### src/rtl/logic_unit_pkg.sv
// Opcode and FSM state encodings shared by the slice-serial logic unit and its slice datapath.
package logic_unit_pkg;

   localparam int OPSEL_W = 3;

   localparam logic [OPSEL_W-1:0] OP_AND  = 3'b000;
   localparam logic [OPSEL_W-1:0] OP_OR   = 3'b001;
   localparam logic [OPSEL_W-1:0] OP_NOR  = 3'b010;
   localparam logic [OPSEL_W-1:0] OP_NAND = 3'b011;
   localparam logic [OPSEL_W-1:0] OP_XOR  = 3'b100;
   localparam logic [OPSEL_W-1:0] OP_XNOR = 3'b101;
   localparam logic [OPSEL_W-1:0] OP_NOTA = 3'b110;
   localparam logic [OPSEL_W-1:0] OP_PASS = 3'b111;

   localparam int STATE_W = 2;

   localparam logic [STATE_W-1:0] ST_IDLE = 2'd0;
   localparam logic [STATE_W-1:0] ST_RUN  = 2'd1;
   localparam logic [STATE_W-1:0] ST_HOLD = 2'd2;

endpackage

### src/rtl/logic_slice.sv
// Combinational SLICE-bit bitwise operator; B is ignored by NOT A and PASS A.
module logic_slice
   import logic_unit_pkg::*;
#(
   parameter int SLICE = 8
) (
   input  logic [SLICE-1:0]   a,
   input  logic [SLICE-1:0]   b,
   input  logic [OPSEL_W-1:0] opsel,
   output logic [SLICE-1:0]   y
);

   always_comb begin
      y = '0;
      case (opsel)
         OP_AND:  y = a & b;
         OP_OR:   y = a | b;
         OP_NOR:  y = ~(a | b);
         OP_NAND: y = ~(a & b);
         OP_XOR:  y = a ^ b;
         OP_XNOR: y = ~(a ^ b);
         OP_NOTA: y = ~a;
         OP_PASS: y = a;
         default: y = '0;
      endcase
   end

endmodule

### src/rtl/logic_slice_unit.sv
// Slice-serial logic unit: accepts A/B/OPSEL, evaluates SLICE bits per cycle, holds Y until taken.
// Optional result-is-zero flag and ZERO port enabled by defining LOGIC_ZERO_FLAG_EN.
module logic_slice_unit
   import logic_unit_pkg::*;
#(
   parameter int WIDTH = 32,
   parameter int SLICE = 8
) (
   input  logic               CLK,
   input  logic               RST,
   input  logic               IN_VALID,
   output logic               IN_READY,
   input  logic [OPSEL_W-1:0] OPSEL,
   input  logic [WIDTH-1:0]   A,
   input  logic [WIDTH-1:0]   B,
   output logic               OUT_VALID,
   input  logic               OUT_READY,
   output logic [WIDTH-1:0]   Y
`ifdef LOGIC_ZERO_FLAG_EN
   ,
   output logic               ZERO
`endif
);

   localparam int NSLICE = WIDTH / SLICE;
   localparam int CNT_W  = (NSLICE > 1) ? $clog2(NSLICE) : 1;
   localparam logic [CNT_W-1:0] CNT_LAST = CNT_W'(NSLICE - 1);

   if ((SLICE < 1) || (WIDTH % SLICE != 0)) begin : g_param_check
      $error("logic_slice_unit: WIDTH must be a non-zero multiple of SLICE");
   end

   logic [STATE_W-1:0] state_q, state_d;
   logic [CNT_W-1:0]   cnt_q, cnt_d;
   logic [WIDTH-1:0]   a_q, a_d;
   logic [WIDTH-1:0]   b_q, b_d;
   logic [OPSEL_W-1:0] op_q, op_d;
   logic [WIDTH-1:0]   y_q, y_d;
   logic               out_valid_q, out_valid_d;
`ifdef LOGIC_ZERO_FLAG_EN
   logic               zero_q, zero_d;
`endif

   logic [SLICE-1:0] a_sl, b_sl, y_sl;

   // Operand slice selected by the counter; constant part-selects keep every index in range.
   always_comb begin
      a_sl = '0;
      b_sl = '0;
      for (int i = 0; i < NSLICE; i++) begin
         if (cnt_q == CNT_W'(i)) begin
            a_sl = a_q[i*SLICE +: SLICE];
            b_sl = b_q[i*SLICE +: SLICE];
         end
      end
   end

   logic_slice #(
      .SLICE (SLICE)
   ) u_slice (
      .a     (a_sl),
      .b     (b_sl),
      .opsel (op_q),
      .y     (y_sl)
   );

   always_comb begin
      // NOTE: every output of this block gets a default first so no path leaves it unassigned (no latches).
      state_d     = state_q;
      cnt_d       = cnt_q;
      a_d         = a_q;
      b_d         = b_q;
      op_d        = op_q;
      y_d         = y_q;
      out_valid_d = out_valid_q;
`ifdef LOGIC_ZERO_FLAG_EN
      zero_d      = zero_q;
`endif

      case (state_q)
         ST_IDLE: begin
            if (IN_VALID) begin
               a_d     = A;
               b_d     = B;
               op_d    = OPSEL;
               cnt_d   = '0;
               state_d = ST_RUN;
`ifdef LOGIC_ZERO_FLAG_EN
               zero_d  = 1'b1;
`endif
            end
         end

         ST_RUN: begin
            for (int i = 0; i < NSLICE; i++) begin
               if (cnt_q == CNT_W'(i)) begin
                  y_d[i*SLICE +: SLICE] = y_sl;
               end
            end
`ifdef LOGIC_ZERO_FLAG_EN
            zero_d = zero_q & ~(|y_sl);
`endif
            // The edge writing the last slice presents the result; cnt wraps so it never passes NSLICE-1.
            if (cnt_q == CNT_LAST) begin
               cnt_d       = '0;
               state_d     = ST_HOLD;
               out_valid_d = 1'b1;
            end else begin
               cnt_d = cnt_q + CNT_W'(1);
            end
         end

         ST_HOLD: begin
            if (OUT_READY) begin
               out_valid_d = 1'b0;
               state_d     = ST_IDLE;
            end
         end

         default: begin
            state_d     = ST_IDLE;
            out_valid_d = 1'b0;
         end
      endcase
   end

   // NOTE: sequential state uses non-blocking assignments so all flops update together on the edge.
   always_ff @(posedge CLK or negedge RST) begin
      if (!RST) begin
         state_q     <= ST_IDLE;
         cnt_q       <= '0;
         a_q         <= '0;
         b_q         <= '0;
         op_q        <= '0;
         y_q         <= '0;
         out_valid_q <= 1'b0;
`ifdef LOGIC_ZERO_FLAG_EN
         zero_q      <= 1'b0;
`endif
      end else begin
         state_q     <= state_d;
         cnt_q       <= cnt_d;
         a_q         <= a_d;
         b_q         <= b_d;
         op_q        <= op_d;
         y_q         <= y_d;
         out_valid_q <= out_valid_d;
`ifdef LOGIC_ZERO_FLAG_EN
         zero_q      <= zero_d;
`endif
      end
   end

   // IN_READY depends on state only, so there is no combinational path from OUT_READY.
   assign IN_READY  = (state_q == ST_IDLE);
   assign OUT_VALID = out_valid_q;
   assign Y         = y_q;
`ifdef LOGIC_ZERO_FLAG_EN
   assign ZERO      = zero_q;
`endif

endmodule

### config.mk
export PLATFORM = sky130hd
export DESIGN_NAME = logic_slice_unit
export DESIGN_NICKNAME = d
export VERILOG_FILES = /design/src/rtl/logic_unit_pkg.sv /design/src/rtl/logic_slice.sv /design/src/rtl/logic_slice_unit.sv
export SDC_FILE = /design/constraint.sdc
export NUM_CORES = 1
export LEC_CHECK = 0
export CAP_MARGIN = 20
export CORE_MARGIN = 5
export CORE_UTILIZATION = 55
export CTS_BUF_LIST = sky130_fd_sc_hd__clkbuf_8
export DETAILED_ROUTE_END_ITERATION = 10
export PLACE_DENSITY = 0.93
export SLEW_MARGIN = 5
export SYNTH_ARGS = -nofsm -noshare
export SYNTH_HDL_FRONTEND = slang
export SYNTH_HIERARCHICAL = 1
export SYNTH_SLANG_ARGS = --single-unit
### constraint.sdc
create_clock -name CLK -period 4.1 [get_ports CLK]
set_clock_uncertainty 0.05 [all_clocks]
set_input_delay 0.82 -clock CLK [delete_from_list [all_inputs] [get_ports CLK]]
set_output_delay 0.82 -clock CLK [all_outputs]
set_load 0.05 [all_outputs]
==> results of run 1 <==
Yosys cell counts:
library cell,n
dfrtp_1,104
buf_8,3
nor2_2,1
nand3b_1,13
a22oi_1,3
a211oi_1,12
inv_1,20
a221oi_1,1
a22o_1,1
o22ai_1,15
xnor2_1,4
or2_2,1
clkinv_1,1
nand2_2,3
and2_4,1
nor2_1,19
buf_6,6
nor3b_1,1
xor2_1,4
o21bai_1,1
a311oi_1,4
nand2b_1,10
mux2_4,30
o21ai_0,6
mux2_2,69
nand2_1,20
nor2b_1,6
buf_4,3
buf_2,6
o32ai_1,4
nor4_1,4
ha_1,20
a31oi_1,13
a21oi_1,7
clkbuf_1,8
mux2i_1,5
flip-flops by register name, summed over array words and instances (netlist names):
register,cells
Y,32
a_q,32
b_q,32
op_q,3
cnt_q,2
state_q,2
OUT_VALID,1
layout make-up:
class | count | area (um^2) | share of cell area (%)
clock buffers | 10 | 138 | 2.08
clock inverters | 6 | 76.3 | 1.15
inverters | 21 | 78.8 | 1.19
multi-input cells | 278 | 2460 | 37.2
flip-flops and latches | 104 | 2600 | 39.4
well taps | 133 | 166 | 2.52
repair buffers | 108 | 1090 | 16.5
cells by family after synthesis:
kind of cell    Yosys count  share of synthesized area [%]
mux                     104                           23.9
flops                   104                           48.7
simple gates             79                           7.80
compound gates           67                           8.39
buf+inv                  47                           5.13
fa+ha+maj                20                           4.69
xor+xnor                  8                           1.31
critical path, cell delays in order (launching register included):
cell	delay, ps
dfrtp_1	430
ha_1	310
nand2b_1	610
o22ai_1	290
a31oi_1	410
inv_1	90
ha_1	330
nor2b_1	120
o32ai_1	90
a211oi_1	190
nor2_1	130
mux2_2	280
final timing paths:
kind                                from       to  cells after the start
worst max register to register  cnt_q[0]     Y[0]                     11
worst min register to register     Y[28]    Y[28]                      1
worst max-delay path            cnt_q[0]     Y[0]                     11
worst min-delay path                 RST     Y[8]                      1
max in group asynchronous            RST  op_q[0]                      3
min in group CLK                   Y[28]    Y[28]                      1
through the flow:
| stage | cells | setup slack, ps | area (um^2) | util (%) |
|---|---|---|---|---|
| 2_1_floorplan | 429 | 1340 | 5340 | - |
| 3_3_place_gp | 642 | 860 | 6360 | 66.0 |
| 3_5_place_dp | 642 | 754 | 6360 | 66.0 |
| 4_1_cts | 658 | 714 | 6580 | 68.2 |
| 5_1_grt | 660 | 411 | 6610 | 68.6 |
| 6_report | 660 | 647 | 6610 | 68.6 |
routing by layer:
metal	wire, um	global-route usage, %	up-vias
li1	-	-	1715
met1	5140	28.4	1947
met2	6400	37.0	155
met3	838	4.78	11
met4	114	5.68	0
met5	0	0	-
==> flow_summary_export.csv, run 1 <==
group,metric,value,unit
outcome,status,"complete, no violations",
synth,synth_area_per_cell,12.4,um^2
grt,track_usage,21.8,%
clocking,cts-root-buf,"clkbuf_8",
worst_hold_path,hold_class,"primary input to async pin",
synth,synth_top_area_share,48.7,%
sta,finalSetupTns,0,ps
clocking,clkLatencyLatePin,370,ps
drt,first_pass_iters,5,
sta,relSlewSlack,30.2,%
synth,seq_area_frac_synth,48.7,%
grt,antenna_found_initial,0,
sta,period_needed,3450,ps
sta,setup_viol,0,
job,maxCapViolCount,0,
floorplanning,coreArea,9640,um^2
clocking,clock_sinks,104,
layout,final_common_cell,"dfrtp_1",
drt,drt-wirelength-per-cell,18.9,um
floorplanning,die_area,11800,um^2
placed_design,buffer_ports.inserted,104,
grt,grt_first_pass_wirelength,19800,um
sta,fmax,290,MHz
synth,synthCells,429,
sta,tightest_slew,1050,ps
layout,diodes,0,
synth,synth_top_area_cell,"dfrtp_1",
setup_path,r2r_slack,650,ps
layout,layout-drive-gt1-share,23.9,%
setup_path,crit_arrival,3650,ps
sta,hold_viol_final,0,
layout,nets,613,
synth,synth_nets,520,
grt,grt_max_degree,85,
sta,drv_slew,0,
synth,synthesis.area,5340,um^2
floorplanning,die_h,109,um
synth,synth_cell_types,36,
clocking,clk_transition_reported_paths,110,ps
clocking,post_cts_buffers,0,
placed_design,dp_hpwl,9000,um
layout,nFillCells,741,
drt,drt-total-wl,12500,um
floorplanning,num_io_pins,105,
grt,grt_pass1_vias,3901,
clocking,post_cts_resized,0,
synth,netlist_top_cells_area,"dfrtp_1 (49%), mux2_2 (15%), mux2_4 (8.4%), ha_1 (4.7%), nand3b_1 (1.8%)",
drt,drt_iter0_drc,294,
sta,hold_slack,275,ps
synth,yosysWarnings,6,
clocking,cts_max_level,3,
floorplanning,die_w,109,um
floorplanning,rows,36,
clocking,cts_made_buffers,9,
setup_path,worst-path-max-fanout,15,
sta,rsz0062_at_grt,"false",
drt,via_count,3828,
drt,vias_per_cell,5.80,
drt,drtAntennaViolNets,0,
setup_path,cp-start-kind,"register",
layout,mostFrequentLayoutCells,"dfrtp_1 (104), clkdlybuf4s50_1 (103), mux2_2 (69)",
grt,globalRouteOverflowTotal,0,
clocking,clk_path_buf_depth,2,
placed_design,place.gp.congestion,0.863,
drt,drcViolationCount,0,
sta,min_period_over_period,84.2,%
synth,ys_ff_latch,104,
setup_path,path_class,"register to register",
clocking,tritoncts,"done",
floorplanning,initial_core_util,55.4,%
setup_path,critPathRequiredTime,4300,ps
clocking,ctsHoldBuffers,0,
layout,area_growth,23.9,%
setup_path,worstSetupEndpointType,"register",
Power of run 1 is left out: the tool's default activity adds up to more than one toggle a clock period on the data nets, which glitch-free logic cannot reach.
==> inputs of run 2 (changes only) <==
- CORE_UTILIZATION: 55 -> 49
- PLACE_DENSITY: 0.93 -> 0.88
- clock period: 4.1 -> 2.9 ns (I/O delays scaled with it)
==> flow_summary_export.csv, run 2 (synthesis gave the netlist of run 1 again) <==
group,metric,value,unit
sta,period_needed,2810,ps
sta,drv_slew,0,
sta,setup_viol,0,
setup_path,critical-path-slowest-cell,"dfrtp_1",
floorplanning,rows,38,
layout,mostFrequentLayoutCells,"dfrtp_1 (104), clkdlybuf4s50_1 (103), mux2_2 (63)",
drt,vias_per_cell,5.58,
job,maxCapViolCount,0,
setup_path,worstSetupEndpointType,"register",
floorplanning,coreArea,10700,um^2
setup_path,crit_end,"Y[0]",
drt,via_count,3831,
sta,min_period_over_period,96.8,%
layout,fin_util,65.1,%
floorplanning,die_w,114,um
placed_design,pre_cts_slack,-260,ps
drt,drt-total-wl,13100,um
layout,layout-drive-gt1-share,32.7,%
setup_path,crit_arrival,3020,ps
sta,finalSetupTns,0,ps
sta,tightest_slew,955,ps
layout,final_common_cell,"dfrtp_1",
floorplanning,initial_core_util,49.7,%
clocking,clock_sinks,104,
layout,nFillCells,800,
floorplanning,die_area,13100,um^2
grt,track_usage,19.8,%
setup_path,cp-start-kind,"register",
drt,wl_met1,5520,um
clocking,ctsHoldBuffers,0,
placed_design,buffer_ports.inserted,104,
grt,grt_first_pass_wirelength,20500,um
setup_path,worst-path-max-fanout,21,
setup_path,r2r-end,"Y[0]",
drt,wl_met2,6710,um
clocking,cts_max_level,3,
clocking,clk_transition_reported_paths,100,ps
setup_path,path_class,"register to register",
placed_design,dp_hpwl,9610,um
setup_path,critPathRequiredTime,3110,ps
placed_design,place.gp.congestion,0.804,
setup_path,r2r_start,"cnt_q[0]",
setup_path,worstPathCellList,"buf_4 -> ha_2 -> buf_8 -> nand3b_1 -> a31oi_1 -> inv_1 -> ha_1 -> nor2b_2 -> o32ai_2 -> a211oi_2 -> nor2_2 -> mux2_4",
setup_path,critical_path.startpoint,"cnt_q[0]",
drt,drt-wirelength-per-cell,19.1,um
floorplanning,die_h,114,um
clocking,cts_made_buffers,9,
clocking,clkLatencyLatePin,360,ps
layout,nets,634,
sta,relSlewSlack,36.3,%
worst_hold_path,hold_class,"primary input to async pin",
grt,grt_max_degree,53,
drt,topRoutingLayerUsed,"met4",
drt,wl_met3,698,um
outcome,status,"complete, no violations",
sta,hold_viol_final,0,
setup_path,r2r_slack,90,ps
clocking,tritoncts,"done",
grt,grt_pass1_vias,3969,
clocking,clk_path_buf_depth,2,
drt,drt_iter0_drc,203,
drt,first_pass_iters,4,
drt,drcViolationCount,0,
clocking,cts-root-buf,"clkbuf_8",
sta,fmax,356,MHz
drt,drtAntennaViolNets,0,
grt,globalRouteOverflowTotal,0,
layout,diodes,0,
floorplanning,num_io_pins,105,
grt,antenna_found_initial,0,
setup_path,max_stage_delay,410,ps
setup_path,reg2reg_depth,12,
sta,setup_ws,93.1,ps
layout,area_growth,31.0,%
==> run 2: changes by cell type in the layout (fill, tap and decap cells not counted), sizes merged <==
cell and delta:
inv -1, clkbuf -1, clkinv -1, clkinvlp +1
bufinv +1, buf +21
==> run 2: area by class of cell <==
class,count,area [um^2],share of cell area [%]
Clock buffer,9,124,1.77
Clock inverter,6,83.8,1.20
Inverter,21,82.6,1.18
Multi-Input combinational cell,278,2660,38.0
Sequential cell,104,2600,37.2
Tap cell,140,175,2.50
Timing Repair Buffer,129,1260,18.1
==> run 2: timing repair <==
item / 4_1_cts / 5_1_grt
gates resized for setup: 3 / 49
setup buffers: 0 / 4
cloned: 0 / 1
setup endpoints to repair: 32 / 32
pin swaps: 0 / 14
==> run 2: stage by stage <==
stage / cell area [um^2] / hold WS (ps) / std cells
after detailed placement: 6530 / 442 / 668
after floorplan: 5340 / 234 / 429
final: 6990 / 275 / 687
after CTS: 6740 / 297 / 683
after global routing: 6990 / 341 / 687
after global placement: 6530 / 439 / 668
==> run 2: routing by layer <==
metal	GRT usage, %	vias up
met2	34.1	114
li1	-	1758
met1	25.7	1942
met5	0	-
met4	4.83	0
met3	4.18	17
==> run 2: worst min-delay path by stage <==
stage | to | slack [ps]
6_report | Y[2] | 270
5_1_grt | Y[7] | 340
4_1_cts | Y[26] | 300
3_5_place_dp | Y[23] | 440
3_3_place_gp | Y[30] | 440
2_1_floorplan | OUT_VALID | 230
==> run 2: worst max-delay path: cells and delay by family (launching register included) <==
kind / cells / cell delay, ps
AOI/OAI and AO/OA: 3 / 600
adders and majority gates: 2 / 560
buffers and inverters: 3 / 400
DFF: 1 / 410
muxes: 1 / 280
and+or+nand+nor: 3 / 390
Power of run 2 is left out for the same reason.
